`src/rtl/bg_pkg.sv`:
```
// Shared constants and types for the background RAM writer.
// Geometry of the 160x120 1-bit background, RGB444 field layout and FSM states.
package bg_pkg;

    localparam int unsigned H_PIX     = 160;
    localparam int unsigned V_PIX     = 120;
    localparam int unsigned FRAME_PIX = H_PIX * V_PIX;
    localparam int unsigned ADDR_W    = 15;
    localparam int unsigned THRESH    = 23;

    // RGB444 nibble positions within a 12-bit colour word {R, G, B}
    localparam int unsigned NIB_W = 4;
    localparam int unsigned R_LSB = 8;
    localparam int unsigned G_LSB = 4;
    localparam int unsigned B_LSB = 0;

    typedef enum logic [1:0] {
        IDLE,
        CAPTURE,
        FLUSH,
        DONE
    } state_t;

endpackage

```
`src/rtl/bg_ram_writer_pix_addr_thresh.sv`:
```
// Per-pixel datapath: linear address by shift-add, 1-bit colour threshold,
// and the registered RAM write port (one cycle from transfer to write).
module pix_addr_thresh
    import bg_pkg::*;
#(
    parameter int unsigned ADDR_W = bg_pkg::ADDR_W,
    parameter int unsigned THRESH = bg_pkg::THRESH
) (
    input  logic              clk,
    input  logic              resetn,
    input  logic              wr_en,
    input  logic [7:0]        x,
    input  logic [7:0]        y,
    input  logic [11:0]       color,
    output logic [ADDR_W-1:0] ram_address,
    output logic              ram_data,
    output logic              ram_wren
);

    logic [ADDR_W-1:0] addr_c;
    logic [5:0]        sum_c;
    logic              data_c;

    // y*160 + x as (y<<7) + (y<<5) + x, and R+G+B compared against the threshold
    always_comb begin
        addr_c = ADDR_W'({y, 7'b0}) + ADDR_W'({y, 5'b0}) + ADDR_W'(x);
        sum_c  = 6'(color[R_LSB +: NIB_W]) + 6'(color[G_LSB +: NIB_W])
               + 6'(color[B_LSB +: NIB_W]);
        data_c = (sum_c >= 6'(THRESH));
    end

    // Write port register; address and data hold while no write is pending
    always_ff @(posedge clk) begin
        if (!resetn) begin
            ram_address <= '0;
            ram_data    <= 1'b0;
            ram_wren    <= 1'b0;
        end else begin
            ram_wren <= wr_en;
            if (wr_en) begin
                ram_address <= addr_c;
                ram_data    <= data_c;
            end
        end
    end

endmodule

```
`src/rtl/bg_ram_writer.sv`:
```
// Background RAM writer: captures one thresholded 160x120 frame per start pulse.
// Optional raster-order checking is enabled by defining BG_RAM_WRITER_RASTER_CHECK_EN.
module bg_ram_writer
    import bg_pkg::*;
#(
    parameter int unsigned H_PIX  = bg_pkg::H_PIX,
    parameter int unsigned V_PIX  = bg_pkg::V_PIX,
    parameter int unsigned ADDR_W = bg_pkg::ADDR_W,
    parameter int unsigned THRESH = bg_pkg::THRESH
) (
    input  logic              clk,
    input  logic              resetn,
    input  logic              start,
    input  logic              in_valid,
    output logic              in_ready,
    input  logic [7:0]        in_x,
    input  logic [7:0]        in_y,
    input  logic [11:0]       in_color,
    output logic [ADDR_W-1:0] ram_address,
    output logic              ram_data,
    output logic              ram_wren,
    output logic              busy,
    output logic              done,
    output logic              err
);

    localparam int unsigned FRAME_N = H_PIX * V_PIX;

    state_t      state, state_nx;
    logic [14:0] pix_cnt;
    logic        xfer, in_range, wr_en, last_pix, start_ok, order_err;

    assign start_ok = (state == IDLE) && start;
    assign xfer     = in_valid && in_ready;
    assign in_range = (in_x < 8'(H_PIX)) && (in_y < 8'(V_PIX));
    assign wr_en    = xfer && in_range;
    assign last_pix = (pix_cnt == 15'(FRAME_N - 1));

    // State register
    always_ff @(posedge clk) begin
        if (!resetn) state <= IDLE;
        else         state <= state_nx;
    end

    // Next-state and handshake/status outputs
    always_comb begin
        state_nx = state;
        in_ready = 1'b0;
        busy     = 1'b0;
        done     = 1'b0;
        case (state)
            IDLE:    if (start) state_nx = CAPTURE;
            CAPTURE: begin
                in_ready = 1'b1;
                busy     = 1'b1;
                if (wr_en && last_pix) state_nx = FLUSH;
            end
            FLUSH: begin
                busy     = 1'b1;
                state_nx = DONE;
            end
            DONE: begin
                done     = 1'b1;
                state_nx = IDLE;
            end
            default: state_nx = IDLE;
        endcase
    end

`ifdef BG_RAM_WRITER_RASTER_CHECK_EN
    logic [7:0] ex, ey;

    assign order_err = (in_x != ex) || (in_y != ey);

    // Expected raster position follows the last received pixel, not the expected one
    always_ff @(posedge clk) begin
        if (!resetn || start_ok) begin
            ex <= '0;
            ey <= '0;
        end else if (wr_en) begin
            if (in_x == 8'(H_PIX - 1)) begin
                ex <= '0;
                ey <= in_y + 8'd1;
            end else begin
                ex <= in_x + 8'd1;
                ey <= in_y;
            end
        end
    end
`else
    assign order_err = 1'b0;
`endif

    // Pixel counter and sticky error flag, both cleared by start
    always_ff @(posedge clk) begin
        if (!resetn || start_ok) begin
            pix_cnt <= '0;
            err     <= 1'b0;
        end else begin
            if (wr_en) pix_cnt <= pix_cnt + 15'd1;
            if ((xfer && !in_range) || (wr_en && order_err)) err <= 1'b1;
        end
    end

    pix_addr_thresh #(
        .ADDR_W (ADDR_W),
        .THRESH (THRESH)
    ) u_pix (
        .clk         (clk),
        .resetn      (resetn),
        .wr_en       (wr_en),
        .x           (in_x),
        .y           (in_y),
        .color       (in_color),
        .ram_address (ram_address),
        .ram_data    (ram_data),
        .ram_wren    (ram_wren)
    );

endmodule

```
`config.mk`:
```
export PLATFORM = sky130hd
export DESIGN_NAME = bg_ram_writer
export DESIGN_NICKNAME = d
export VERILOG_FILES = /design/src/rtl/bg_pkg.sv /design/src/rtl/bg_ram_writer_pix_addr_thresh.sv /design/src/rtl/bg_ram_writer.sv
export SDC_FILE = /design/constraint.sdc
export NUM_CORES = 1
export LEC_CHECK = 0
export BUFFER_PORTS_ARGS = -buffer_cell sky130_fd_sc_hd__buf_4
export CORE_MARGIN = 2
export CORE_UTILIZATION = 49
export CTS_CLUSTER_SIZE = 24
export DETAILED_ROUTE_END_ITERATION = 8
export PLACE_DENSITY = 0.77
export SLEW_MARGIN = 5
export SYNTH_ARGS = -nofsm -noshare
export SYNTH_HDL_FRONTEND = slang
export SYNTH_SLANG_ARGS = --single-unit
```
`constraint.sdc`:
```
create_clock -name clk -period 2.05 [get_ports clk]
set_input_delay 0.3075 -clock clk [delete_from_list [all_inputs] [get_ports clk]]
set_output_delay 0.3075 -clock clk [all_outputs]
set_load 0.01 [all_outputs]
```
Word level (Yosys, flattened, before mapping)
Cells that the tools add are included.
{"block": "totals", "latchBits": 0, "romBits": 0, "register_bits": 35, "mem_count": 0, "ramBits": 0, "inputBits": 32}
{"block": "op_classes", "n_eq_ne": 6, "mul": 0, "muxes": 6, "bitwise_logic": 0, "n_div": 0, "n_shift": 0, "n_reduce_logical": 12, "order_cmp": 3, "n_addsub": 5}
{"op": "$add A15 B1 Y15 const B", "count": 1}
{"op": "$add A15 B13 Y15", "count": 1}
{"op": "$add A15 B8 Y15", "count": 1}
{"op": "$eq A15 B15 Y1 const B", "count": 1}
{"op": "$lt A8 B7 Y1 const B", "count": 1}
{"op": "$lt A8 B8 Y1 const B", "count": 1}
{"op": "$pmux W2 S4", "count": 1}
{"op": "$add A6 B4 Y6", "count": 1}
{"op": "$ge A6 B5 Y1 const B", "count": 1}
{"op": "$logic_and A1 B1 Y1", "count": 6}
{"op": "$add A4 B4 Y5", "count": 1}
{"op": "$eq A2 B2 Y1 const B", "count": 2}
{"op": "$mux W2", "count": 2}
{"op": "$ne A2 B2 Y1 const B", "count": 2}
{"op": "$mux W1", "count": 3}
{"op": "$eq A2 B1 Y1 const B", "count": 1}
{"op": "$logic_not A1 Y1", "count": 2}
{"op": "$logic_not A2 Y1", "count": 1}
{"op": "$reduce_and A2 Y1", "count": 1}
{"op": "$reduce_or A2 Y1", "count": 1}
{"op": "$logic_or A1 B1 Y1", "count": 1}

Longest topological paths before layout
Gate-level depths: netlist of the first run.
{"block": "logic_depth", "ltp_word": 7, "depth_mapped": 9, "depth_no_buf": 9}

Modules after synthesis
A second synthesis of the first run with hierarchy kept.
{"block": "hier_totals", "cells_unflattened": 272, "area_unflattened_um2": 2387.3}
{"mod": "pix_addr_thresh", "area_each_um2": 1352.5, "cells_per_inst": 150, "n_inst": 1}
{"mod": "bg_ram_writer", "area_each_um2": 1034.7, "cells_per_inst": 122, "n_inst": 1}

Worst setup path before layout of the first run
No wires, ideal clock.
{"block": "synth_timing", "path_type": "input port to flip-flop", "start": "input port in_color[4]", "end": "register u_pix.ram_data", "setup_slack_ps": -164, "path_buffers": 0, "path_stages": 7, "arrival_time_ps": 2088, "setup_time_ps": 125, "required_ps": 1925, "path_cell_list": "ha_1 > fa_1 > ha_1 > a21o_1 > or4_1 > mux2i_1 > o31ai_1"}
{"block": "synth_between", "elab_chain_len": 3}
{"item": "from (decl)", "line": "bg_ram_writer.sv:18", "rtl": "input logic [11:0] in_color,"}
{"item": "$add A4 B4 Y5", "line": "bg_ram_writer_pix_addr_thresh.sv:27", "rtl": "sum_c = 6'(color[R_LSB +: NIB_W]) + 6'(color[G_LSB +: NIB_W])"}
{"item": "$add A6 B4 Y6", "line": "bg_ram_writer_pix_addr_thresh.sv:28", "rtl": "+ 6'(color[B_LSB +: NIB_W]);"}
{"item": "$ge A6 B5 Y1", "line": "bg_ram_writer_pix_addr_thresh.sv:29", "rtl": "data_c = (sum_c >= 6'(THRESH));"}
{"item": "to (signal assigned)", "line": "bg_ram_writer_pix_addr_thresh.sv:42", "rtl": "ram_data <= data_c;"}
{"item": "to (decl)", "line": "bg_ram_writer_pix_addr_thresh.sv:16", "rtl": "output logic ram_data,"}
Every way passes these cells.
A chain may end at the register's enable or synchronous reset.

Worst setup path in the final report of the first run
{"block": "layout_timing", "start": "input port in_color[8]", "end": "register u_pix.ram_data"}
The elaborated chain is that of the path after synthesis.

==> results of run 1 <==
-- cell type report --
| cell class | instances | area (sq um) | area share |
|---|---|---|---|
| multi-input combinational | 199 | 1570 | 0.524 |
| sequential | 35 | 701 | 0.234 |
| inverter | 5 | 18.8 | 0.00627 |
| clock buffer | 6 | 72.6 | 0.0242 |
| timing repair buffer | 71 | 557 | 0.186 |
| clock inverter | 2 | 12.5 | 0.00418 |
| tap | 52 | 65.1 | 0.0217 |
-- flip-flops by register name, indices dropped and copies added (netlist names) --
register and cells:
u_pix.ram_wren 1, u_pix.ram_address 15, state 2, u_pix.ram_data 1, pix_cnt 15, err 1
-- cells by family after synthesis --
kind of cell / after synthesis / synth area share
buf+inv: 14 / 0.0296
fa+ha+maj: 33 / 0.194
flops: 35 / 0.307
mux: 1 / 0.00439
simple gates: 92 / 0.224
compound gates: 52 / 0.159
xor+xnor: 21 / 0.0807
-- synth_stat cells (3+ instances only) --
| cell | instances | area (sq um) |
|---|---|---|
| dfxtp_1 | 35 | 701 |
| nand2_1 | 32 | 120 |
| ha_1 | 29 | 363 |
| nor2_1 | 17 | 63.8 |
| nand3_1 | 14 | 70.1 |
| xnor2_1 | 14 | 123 |
| a21oi_1 | 13 | 65.1 |
| o21ai_0 | 10 | 50.1 |
| a21boi_0 | 8 | 60.1 |
| a21o_1 | 8 | 60.1 |
| xor2_1 | 7 | 61.3 |
| inv_1 | 5 | 18.8 |
| nor4_2 | 5 | 62.6 |
| clkbuf_1 | 4 | 15.0 |
| fa_1 | 4 | 80.1 |
| a31oi_1 | 3 | 18.8 |
| buf_2 | 3 | 15.0 |
| nor3_2 | 3 | 30.0 |
-- through the flow --
| stage | cells | hold WS (ns) | power (uW) | worst slack [ns] | area, sq um |
|---|---|---|---|---|---|
| 2_1_floorplan | 248 | 0.433 | 1160 | -0.0836 | 2310 |
| 3_3_place_gp | 361 | 0.450 | 1420 | -0.249 | 2860 |
| 3_5_place_dp | 361 | 0.458 | 1430 | -0.275 | 2860 |
| 4_1_cts | 369 | 0.269 | 1920 | 0.0202 | 2950 |
| 5_1_grt | 370 | 0.287 | 2070 | -0.0408 | 2990 |
| 6_report | 370 | 0.272 | 1930 | 0.00748 | 2990 |
-- worst min-delay path, stage by stage --
cell and delay (ns):
buf_4 0.11, nand2_1 0.04, a21boi_0 0.06
-- report_power, final --
group | total (uW) | internal [uW] | switching [uW]
logic | 695 | 346 | 349
registers | 745 | 716 | 28.3
clock network | 487 | 237 | 249
total | 1930 | 1300 | 627
-- worst max-delay path by stage --
stage | from | end | slack, ns | depth (start not counted)
2_1_floorplan | in_color[4] | u_pix.ram_data | -0.08 | 8
3_3_place_gp | in_color[5] | u_pix.ram_data | -0.25 | 10
3_5_place_dp | in_color[4] | u_pix.ram_data | -0.27 | 9
4_1_cts | in_color[4] | u_pix.ram_data | 0.02 | 9
5_1_grt | in_color[8] | u_pix.ram_data | -0.04 | 8
6_report | in_color[8] | u_pix.ram_data | 0.007 | 8
-- repair_timing --
item                       4_1_cts  5_1_grt
setup buffers                    0        1
gates resized for setup          0        8
setup endpoints to repair        0        3
-- cells in the final DEF (no fill, tap or decap), types with 4 or more instances in the layout --
cell type	synthesis	layout
a21boi_0	8	8
a21o_1	8	8
a21oi_1	13	9
a21oi_2	0	4
buf_4	1	67
clkbuf_8	0	5
dfxtp_1	35	35
ha_1	29	26
inv_1	5	5
nand2_1	32	32
nand3_1	14	14
nor2_1	17	17
nor4_2	5	5
o21ai_0	10	10
xnor2_1	14	14
xor2_1	7	7
-- routing by layer --
metal	part of all wire	vias up	wire length (microns)
met5	0	-	0
met4	0.0099	0	48
met3	0.054	8	261
met2	0.50	40	2410
met1	0.44	925	2140
li1	-	1021	-
==> flow_summary.ini, run 1 <==
[outcome]
status = complete, no violations

[timing]
final.min_clock_period_ns = 2.04
worst_pin_slew_ns = 0.525
final.setup.tns_ns = 0
finalSetupViolations = 0
max_freq_mhz = 490
drv_slew = 0
timing.final.crit_share = 0.996
fin_skew_ns = 0.00924
hold_viol = 0
rsz0062_at_grt = yes
relSlewSlack = 0.649

[synthesis]
ys.flop_type = dfxtp_1
synth.distinct_cells = 46
yosysSeqAreaShare = 0.307
ys_warn_count = 0
async_flop_share = 0
syn-cell-area_sq_um = 2280
avgSynthCellArea_sq_um = 9.19
synth_edf_count = 0
syn_nets = 313
synthCells = 248
ys_ff_latch = 35

[die]
die_h_microns = 72.2
core_area_sq_um = 4410
ios = 53
fp-row-count = 24
initial_core_util = 0.516
die_w_microns = 72.2
dieArea_sq_um = 5210

[critical_path]
critPathArrivalTime_ns = 2.21
cp_data_required_time_ns = 2.22
cpPeakStageDelay_ns = 0.58
crit_top_cell = ha_4
cp_cell_sequence = buf_6 > ha_4 > fa_2 > ha_4 > a21o_1 > or4_1 > mux2i_1 > o31ai_1
path_max_fanout = 2
cp_slowest_cell = fa_2
r2r_start = state[1]
cp-end-kind = register
cpLargestDelayFamily = adder cells
crit_type = in -> reg
path_buf_inv = 1
r2r-end = pix_cnt[10]
rr_worst_depth = 6
regToRegSetupSlack_ns = 0.27
startpoint_type = input port

[layout]
layout-drive-gt1-share = 0.321
utilization = 0.678
fillCellCount = 349
syn_to_final_growth_pct = 31.3
diodes = 0
finish.net_count = 382

[placed_design]
routabilityCongestion = 0.870
dp_hpwl_microns = 3660
port_buffers = 52

[grt]
grt_util_met1 = 0.245
grt_pass1_vias = 1887
antenna_found_initial = 0
use_met2 = 0.325
grt_remaining_overflow = 0
grt-busiest-layer = met2
grt_first_pass_wirelength_microns = 8180
grt_max_degree = 25
track_usage = 0.196
use_met3 = 0.0722

[job]
cap_violations = 0

[hold_path]
hold_class = in -> reg
holdCritStartpoint = in_x[3]
min_path_cells = 3
min_to = u_pix.ram_address[3]

[clock_network]
cts_root_buf = clkbuf_8
h-tree-depth = 2
clkTransAtPathRegs_ns = 0.07
cts_buffers = 5
cts_hold_buf = 0
cts_tree = yes
clkLatencyLatePin_ns = 0.29
clockBufferDepth = 2
cts_num_sinks = 35

[detailed_routing]
drt_wl_total_microns = 4860
vias = 1994
wl_per_cell_microns = 13.1
drt-initial-drc-count = 94
firstDrtPassIters = 4
via_per_inst = 5.39
final_antenna_net_count = 0
route.detailed.drc = 0

[pwr]
power.density_nw_per_um2 = 644
cellLeakagePower_uw = 0.00128
ir_worst_vdd_v = 0.000462
(Power assumes the default switching activity.)
==> run 2, diff against run 1 <==
--- a/config.mk
+++ b/config.mk
@@ -7,10 +7,11 @@
 export LEC_CHECK = 0
 export BUFFER_PORTS_ARGS = -buffer_cell sky130_fd_sc_hd__buf_4
 export CORE_MARGIN = 2
-export CORE_UTILIZATION = 49
+export CORE_UTILIZATION = 58
 export CTS_CLUSTER_SIZE = 24
 export DETAILED_ROUTE_END_ITERATION = 8
-export PLACE_DENSITY = 0.77
+export GPL_ROUTABILITY_DRIVEN = 0
+export PLACE_DENSITY_LB_ADDON = 0.25
 export SLEW_MARGIN = 5
 export SYNTH_ARGS = -nofsm -noshare
 export SYNTH_HDL_FRONTEND = slang
==> constraint.sdc (replaced) <==
create_clock -name clk -period 2.64 [get_ports clk]
set_input_delay 0.396 -clock clk [delete_from_list [all_inputs] [get_ports clk]]
set_output_delay 0.396 -clock clk [all_outputs]
set_load 0.01 [all_outputs]
==> flow_summary.ini, run 2 (synthesis gave the netlist of run 1 again) <==
[placed_design]
dp_hpwl_microns = 3650
port_buffers = 52

[detailed_routing]
vias = 1936
wl_per_cell_microns = 13.6
drt_wl_total_microns = 4720
firstDrtPassIters = 4
drt-initial-drc-count = 102
via_per_inst = 5.56
route.detailed.drc = 0
final_antenna_net_count = 0

[hold_path]
hold_class = in -> reg

[job]
cap_violations = 0

[critical_path]
cp_data_required_time_ns = 2.84
critPathArrivalTime_ns = 2.43
startpoint_type = input port
cp-end-kind = register
crit_type = in -> reg
path_max_fanout = 3

[outcome]
status = complete, no violations

[timing]
worst_pin_slew_ns = 0.537
whs_ns = 0.370
final.min_clock_period_ns = 2.23
rsz0062_at_grt = no
final.setup.tns_ns = 0
drv_slew = 0
timing.final.crit_share = 0.845
hold_viol = 0
relSlewSlack = 0.641
max_freq_mhz = 448
fin_skew_ns = 0.00343
finalSetupViolations = 0

[clock_network]
post_cts_resized = 0
cts_tree = yes
clkLatencyLatePin_ns = 0.28
clockBufferDepth = 2
cts_num_sinks = 35
cts_hold_buf = 0
cts_buffers = 5
h-tree-depth = 2
clkTransAtPathRegs_ns = 0.07
cts_setup_buffers = 0
cts_root_buf = clkbuf_8

[die]
die_w_microns = 66.7
fp-row-count = 22
die_h_microns = 66.7
dieArea_sq_um = 4450
initial_core_util = 0.613
ios = 53
core_area_sq_um = 3720

[grt]
track_usage = 0.231
grt_pass1_vias = 1864
grt_max_degree = 28
antenna_found_initial = 0
grt_remaining_overflow = 0
grt_first_pass_wirelength_microns = 7810

[layout]
mostFrequentLayoutCell = buf_4
fillCellCount = 286
finish.net_count = 364
top_regs = pix_cnt: 15 flops, u_pix.ram_address: 15 flops, state: 2 flops
multi_input_comb_area_sq_um = 1510
seq_area_sq_um = 701
layout-drive-gt1-share = 0.243
final_cell_mix = buf_4, dfxtp_1, nand2_1
diodes = 0
syn_to_final_growth_pct = 22.3

[pwr]
finalPower_uw = 1470
cellLeakagePower_uw = 0.00120
ir_worst_vdd_v = 0.000362
power.density_nw_per_um2 = 529
-- run 2: cell count changes in the layout (fill, tap and decap cells not counted), moves of 2 or more --
| cell | change |
|---|---|
| ha_4 | -2 |
| a21oi_1 | +4 |
| fa_2 | -3 |
| clkbuf_8 | +2 |
| ha_1 | +3 |
| buf_4 | -14 |
| a21oi_2 | -4 |
| fa_1 | +3 |
| buf_6 | -3 |
-- run 2: power by group --
group | switching [uW] | internal (uW) | total (uW)
sequential | 21.8 | 557 | 578
combinational | 255 | 220 | 475
clock | 183 | 238 | 421
-- run 2: worst max-delay path: stages --
cell and delay, ns:
buf_4 0.11, ha_1 0.21, fa_1 0.49, fa_1 0.47
xor2_1 0.17, nand3_1 0.11, a31oi_1 0.18, mux2i_1 0.09
o31ai_1 0.20
-- run 2: area by class of cell --
type / count / area share
Multi-Input combinational cell: 199 / 0.542
Inverter: 5 / 0.00673
Clock buffer: 8 / 0.0359
Tap cell: 48 / 0.0215
Timing Repair Buffer: 53 / 0.143
Sequential cell: 35 / 0.251
-- run 2: worst paths after layout --
kind	startpoint	to	slack (ns)	cells past startpoint
worst max register to register	state[1]	pix_cnt[13]	0.73	6
worst max-delay path	in_color[4]	u_pix.ram_data	0.41	9
worst min-delay path	in_x[2]	u_pix.ram_address[2]	0.37	3
worst min register to register	u_pix.ram_address[5]	u_pix.ram_address[5]	0.47	2
-- run 2: layer usage --
metal	vias to the layer above	wire length [microns]	track usage
met3	10	160	0.0591
met1	907	2080	0.266
met2	32	2390	0.404
met4	0	94	0.0918
li1	987	-	-
met5	-	0	0
-- run 2: through the flow --
step,setup slack [ns],utilization,cells,instance area (sq um)
after floorplan,0.338,-,248,2280
after global placement,0.157,0.724,340,2690
after detailed placement,0.0717,0.724,340,2690
after CTS,0.388,0.751,348,2790
after global routing,0.288,0.751,348,2790
final,0.410,0.751,348,2790
